## config.mk

```make
export PLATFORM = sky130hd
export DESIGN_NAME = memory_arbiter
export DESIGN_NICKNAME = d
export VERILOG_FILES = /design/src/rtl/memory_arbiter.sv
export SDC_FILE = /design/constraint.sdc
export NUM_CORES = 1
export LEC_CHECK = 0
export ABC_AREA = 1
export CORE_AREA = 4 4 292 294
export DETAILED_ROUTE_END_ITERATION = 8
export DIE_AREA = 0 0 296 298
export PLACE_DENSITY = 0.37
export SLEW_MARGIN = 10
export SYNTH_ARGS = -nofsm -noshare
export SYNTH_HDL_FRONTEND = slang
export SYNTH_SLANG_ARGS = --single-unit
```

## constraint.sdc

```tcl
create_clock -name clk -period 1.8 [get_ports clk]
set_clock_uncertainty 0.15 [all_clocks]
set_input_delay 0.36 -clock clk [delete_from_list [all_inputs] [get_ports clk]]
set_output_delay 0.36 -clock clk [all_outputs]
set_load 0.02 [all_outputs]
```

## src/rtl/memory_arbiter.sv

```systemverilog
// memory_arbiter
//   Shares one line-wide main memory between the instruction cache (port I,
//   read only) and the data cache (port D, line fill or write-back). A request
//   seen in IDLE is latched and held on the memory bus for LATENCY cycles
//   (WAIT), then the winner gets a one-cycle ack (ACK) carrying the read line.
//   The memory read path is combinational from mem_addr.
//
//   Parameters: WIDTH (line bits), ADDR (byte address bits), LATENCY (>=1).
//   Ports:
//     clk, reset                    clock, synchronous active-high reset
//     i_req/i_addr -> i_ack/i_rdata I-cache read port
//     d_req/d_write/d_addr/d_wdata  D-cache request
//       -> d_ack/d_rdata
//     mem_addr/mem_wdata/mem_read/mem_write -> memory, mem_rdata <- memory
//
//   Configuration macro ARB_ROUND_ROBIN_EN:
//     defined   - on a tie the port not granted last wins (pointer favours I
//                 after reset)
//     undefined - fixed priority, D beats I on a tie
module memory_arbiter #(
  parameter int WIDTH   = 128,
  parameter int ADDR    = 32,
  parameter int LATENCY = 4
) (
  input  logic             clk,
  input  logic             reset,
  input  logic             i_req,
  input  logic [ADDR-1:0]  i_addr,
  output logic             i_ack,
  output logic [WIDTH-1:0] i_rdata,
  input  logic             d_req,
  input  logic             d_write,
  input  logic [ADDR-1:0]  d_addr,
  input  logic [WIDTH-1:0] d_wdata,
  output logic             d_ack,
  output logic [WIDTH-1:0] d_rdata,
  output logic [ADDR-1:0]  mem_addr,
  output logic [WIDTH-1:0] mem_wdata,
  output logic             mem_read,
  output logic             mem_write,
  input  logic [WIDTH-1:0] mem_rdata
);

  typedef enum logic [1:0] {IDLE, WAIT, ACK} state_t;

  localparam int CW = (LATENCY > 1) ? $clog2(LATENCY) : 1;

  state_t           state_reg;
  logic [CW-1:0]    cnt_reg;
  logic             grant_d_reg;  // 1 = D owns the current access
  logic             write_reg;    // current access is a D write-back
  logic [WIDTH-1:0] rdata_reg;    // read line returned with the ack
  logic             win_d;        // arbitration result for this IDLE cycle

`ifdef ARB_ROUND_ROBIN_EN
  logic rr_d_reg;  // 1 = a tie goes to D

  always_comb begin
    win_d = d_req && (!i_req || rr_d_reg);
  end
`else
  // Data misses stall the MEM stage, so D wins whenever it asks.
  always_comb begin
    win_d = d_req;
  end
`endif

  assign i_rdata = rdata_reg;
  assign d_rdata = rdata_reg;

  always_ff @(posedge clk) begin
    if (reset) begin
      state_reg   <= IDLE;
      cnt_reg     <= '0;
      grant_d_reg <= 1'b0;
      write_reg   <= 1'b0;
      rdata_reg   <= '0;
      i_ack       <= 1'b0;
      d_ack       <= 1'b0;
      mem_addr    <= '0;
      mem_wdata   <= '0;
      mem_read    <= 1'b0;
      mem_write   <= 1'b0;
`ifdef ARB_ROUND_ROBIN_EN
      rr_d_reg    <= 1'b0;
`endif
    end else begin
      i_ack <= 1'b0;
      d_ack <= 1'b0;
      case (state_reg)
        IDLE: begin
          if (i_req || d_req) begin
            grant_d_reg <= win_d;
            write_reg   <= win_d && d_write;
            mem_addr    <= win_d ? d_addr : i_addr;
            if (win_d) begin
              mem_wdata <= d_wdata;
            end
            cnt_reg     <= CW'(LATENCY - 1);
            mem_read    <= !(win_d && d_write);
            // With a single-cycle access the first WAIT cycle is also the last.
            mem_write   <= (LATENCY == 1) && win_d && d_write;
            state_reg   <= WAIT;
`ifdef ARB_ROUND_ROBIN_EN
            rr_d_reg    <= !win_d;
`endif
          end
        end
        WAIT: begin
          if (cnt_reg == '0) begin
            if (!write_reg) begin
              rdata_reg <= mem_rdata;
            end
            mem_read  <= 1'b0;
            mem_write <= 1'b0;
            i_ack     <= !grant_d_reg;
            d_ack     <= grant_d_reg;
            state_reg <= ACK;
          end else begin
            cnt_reg   <= cnt_reg - CW'(1);
            // Write strobe only in the final WAIT cycle: one memory write.
            mem_write <= write_reg && (cnt_reg == CW'(1));
          end
        end
        ACK: begin
          state_reg <= IDLE;
        end
        default: begin
          state_reg <= IDLE;
        end
      endcase
    end
  end

endmodule

```

[Yosys cells after proc, flatten, opt, wreduce, memory -nomap -nowiden]
Index checks and enable logic that the tools add are counted.
Storage, ports and cells
  bits in registers: 298
  input bits: 325
  output and inout bits: 420
  word-level logic and storage cells: 49
Operators by class
  $add $sub $neg: 1
  eq/ne operators: 5
  mux-type cells: 13
  bitwise gates (word level): 3
  reduce and logical (&&, ||, !) cells: 16
Operators by type and width (count)
  2-to-1 mux 32 bit: 1
  AND reduction 3 bit: 4
  2-to-1 mux 2 bit: 4
  one-hot mux 2 bit (2 select lines): 2
  inequality test 2 bit (second input constant): 3
  AND reduction 2 bit: 3
  equality test 2 x 1 -> 1 bit (second input constant): 2
  zero test 2 bit: 2
  2-to-1 mux 1 bit: 4
  one-hot mux 1 bit (2 select lines): 2
  inverter 1 bit: 3
  OR reduction 3 bit: 1
  logical AND 1 bit: 2
  zero test 1 bit: 2
  nonzero test 2 bit: 1
  subtractor 2 x 1 -> 2 bit (second input constant): 1
  logical OR 1 bit: 1

[Longest topological paths before layout]
  depth after elaboration: 4
  mapped depth: 9
  mapped depth without buffers: 7

[Least setup slack after synthesis]
Ideal clock, no wire load.
  kind: flip-flop to flip-flop
  from: register cnt_reg[0]
  to: register rdata_reg[10], in the netlist d_rdata[10]
  setup time: 0.113 ns
  arrival: 1.198 ns
  required time: 1.537 ns
  slack: 0.339 ns
  cell stages (with the launch flop): 10
  path buffers: 2
  period minus slack after synthesis: 1.461 ns
  cells stage by stage: dfxtp_1 > inv_1 > ha_1 > nand2_1 > nor2_2 > buf_2 > buf_2 > nand2_1 > nand2_1 > nor2_1
On the way
  longest elaborated chain between the ends: 2
RTL lines
  start, declared: line 49  | logic [CW-1:0] cnt_reg;
  start signal, assigned: line 99  | cnt_reg <= CW'(LATENCY - 1);
  start signal, assigned: line 120  | cnt_reg <= cnt_reg - CW'(1);
  zero test 2 bit: line 110  | if (cnt_reg == '0) begin
  AND reduction 3 bit (no source line)
  end signal, assigned: line 112  | rdata_reg <= mem_rdata;
  end, declared: line 52  | logic [WIDTH-1:0] rdata_reg;
No other way between the ends.
A chain may end at the register's enable or synchronous reset.

[Worst setup path after layout]
  from: register rdata_reg[77], in the netlist d_rdata[77]
  to: output d_rdata[77]
RTL lines
  end, declared: line 36  | output logic [WIDTH-1:0] d_rdata,
No word-level cell between the ends.

==> results_dict.tcl <==
set metrics [dict create \
    status "finished, final reports clean" \
    die_w_um 296 \
    grt_use_total_pct 12.8 \
    ys_types 18 \
    period_minus_slack_ns 1.74 \
    async_reset_ff_share_pct 0 \
    synthTopCellsByCount "557 x nand2_1, 326 x nor2_1, 298 x dfxtp_1, 170 x inv_1, 134 x a21oi_1" \
    final_core_util_pct 26.6 \
    cp-start-kind "register" \
    core_um2 82900 \
    syn_area_um2 12800 \
    cts.sinks 298 \
    synth_top_area_cell "dfxtp_1" \
    synth_top_cells_by_area "dfxtp_1 46%, nand2_1 16%, nor2_1 9.5%" \
    drc 0 \
    rr_worst_depth 9 \
    endpoint "d_rdata[77]" \
    grt_pass1_vias 13474 \
    critPathSlowestCell "dfxtp_2" \
    finalHoldViolations 0 \
    ys_seq_elements 298 \
    antenna_found_initial 11 \
    cp_max_fo 3 \
    cts_max_level 2 \
    worstSkewPairLatency_ns 0.55 \
    row_count 106 \
    wire_per_inst_um 17.0 \
    io_buffer_count 744 \
    finalCritPeriodShare_pct 96.9 \
    syn_nets 2200 \
    cts_made_buffers 40 \
    dieHeight_um 298 \
    yosysMostFrequentCell "nand2_1" \
    first_pass_iters 6 \
    vias 13383 \
    crit_arrival_ns 1.23 \
    post-synth-top-area-fraction_pct 46.5 \
    yosysSeqAreaShare_pct 46.5 \
    syn_area_per_cell_um2 6.85 \
    whs_path_depth 4 \
    hpwlAfterDp_mm 46.0 \
    syn_to_final_growth_pct 71.9 \
    syn-instance-count 1872 \
    ant_nets 0 \
    cts_root_buf "clkbuf_16" \
    ys.flop_type "dfxtp_1" \
    grt_overflow_total 0 \
    dp_slack_ns 0.0231 \
    r2r-start "state_reg[1]$_SDFFE_PP0P_" \
    leakagePower_nw 9.65 \
    setup_tns_ns 0 \
    hp-class "input port to register" \
    die_area_um2 88200 \
    tightest_slew_ns 0.434 \
    slew_headroom_pct 71.1 \
    grt_pass1_wl_mm 86.2 \
    yosys_warnings 0 \
    startpoint "d_rdata[77]$_SDFFE_PP0P_" \
    finalSetupViolCount 0 \
    drt_iter0_drc 509 \
    worst-setup-path-type "register to primary output" \
    drt_wl_total_mm 60.9 \
    r2r_slack_ns 0.12 \
    endpoint_kind "primary output" \
    routed_via_density 3.73 \
    worstPathBufferInverterCount 1 \
    critPathTopFamily "flip-flops" \
    start_util_pct 15.5 \
    cap_viol_max_count 0 \
    powerDensity_nw_per_um2 986 \
    gp_congestion 0.745 \
    max_freq_mhz 573 \
    crit_cells 1 \
    cts_tree "built" \
    ios 745 \
    clkTransAtPathRegs_ns 0.06 \
    crit_path_cell_trace "clkdlybuf4s15_2" \
    cp.required_ns 1.29 \
    fin_nets 2804 \
    finalMaxSlewViolations 0 \
    clock_path_buffers 3 \
    grt_max_degree 82 \
    peakVddDrop_uv 601 \
    synth_edf_count 0 \
    fin_ws_ns 0.0552 \
    drive_gt1_share_pct 18.7 \
    cp_slowest_stage_delay_ns 0.40 \
    timing.rr.end "d_rdata[44]$_SDFFE_PP0P_" \
]
[cell type report]
type,count,area [um^2]
Tap cell,1080,1350
Clock inverter,9,77.6
Timing Repair Buffer,806,8000
Multi-Input combinational cell,1159,4760
Fill cell,9125,60800
Antenna cell,2,5.00
Sequential cell,298,6020
Inverter,171,647
Clock buffer,61,1190
[worst min-delay path, stage by stage]
cell     delay, ns
buf_4         0.16
inv_6         0.09
nand2_1       0.07
nor2_1        0.03
[cell usage in the layout (no fill, tap or decap), types with 3 or more instances in the layout]
| master | n |
|---|---|
| dfxtp_1 | 255 |
| nand2_2 | 4 |
| buf_4 | 26 |
| buf_2 | 27 |
| nand2_1 | 553 |
| a21oi_1 | 134 |
| clkdlybuf4s50_1 | 322 |
| clkbuf_1 | 11 |
| dfxtp_2 | 41 |
| buf_12 | 21 |
| buf_16 | 3 |
| clkdlybuf4s15_1 | 93 |
| clkdlybuf4s15_2 | 179 |
| inv_6 | 3 |
| inv_1 | 168 |
| clkbuf_2 | 84 |
| nand3_1 | 131 |
| clkbuf_16 | 47 |
| buf_6 | 7 |
| clkinv_2 | 6 |
| clkbuf_8 | 9 |
| dlygate4sd2_1 | 35 |
| nor2_1 | 326 |
[report_power, final]
group          internal [mW]  switching (mW)  total, mW
sequential              7.31           0.558       7.86
clock                   4.68            3.13       7.81
combinational           2.66            3.41       6.07
[per-layer routing]
layer	vias up	part of all wire (%)	global-route usage, %
li1	6749	-	-
met1	6047	37	13.2
met2	497	51	23.9
met3	84	10	5.38
met4	6	2.1	3.24
met5	-	0.067	0
[worst min-delay path by stage]
stage	from	endpoint	slack (ns)
2_1_floorplan	grant_d_reg$_SDFFE_PP0P_	i_ack$_SDFF_PP0_	0.27
3_3_place_gp	mem_wdata[95]$_SDFFE_PP0P_	mem_wdata[95]$_SDFFE_PP0P_	0.30
3_5_place_dp	mem_wdata[39]$_SDFFE_PP0P_	mem_wdata[39]$_SDFFE_PP0P_	0.30
4_1_cts	reset	d_rdata[88]$_SDFFE_PP0P_	0.03
5_1_grt	reset	d_rdata[88]$_SDFFE_PP0P_	0.05
6_report	reset	d_rdata[88]$_SDFFE_PP0P_	0.06
[stage by stage]
step	std cells	hold slack, ns	cell area (um^2)	power, mW
after floorplan	1872	0.272	12800	11.3
after detailed placement	3502	0.304	20800	14.5
final	3586	0.0610	22100	21.7
after CTS	3573	0.0308	22200	22.2
after global placement	3502	0.298	20800	14.4
after global routing	3584	0.0505	22100	23.0
[cells by family after synthesis]
kind of cell	Yosys count	share of synthesized area [%]
adder cells (fa/ha/maj)	3	0.293
flip-flops	298	46.5
AO/OA/AOI/OAI	135	5.27
AND/OR/NAND/NOR	1021	31.3
buffers and inverters	415	16.7
[repair_timing]
item,CTS,global route
hold endpoints to repair,1,0
setup endpoints to repair,418,257
gates resized for setup,1030,171
setup buffers,0,3
hold buffers,1,0
pin swaps,0,1
gates cloned,0,8
No activity file was read; power rests on OpenSTA's default activity.
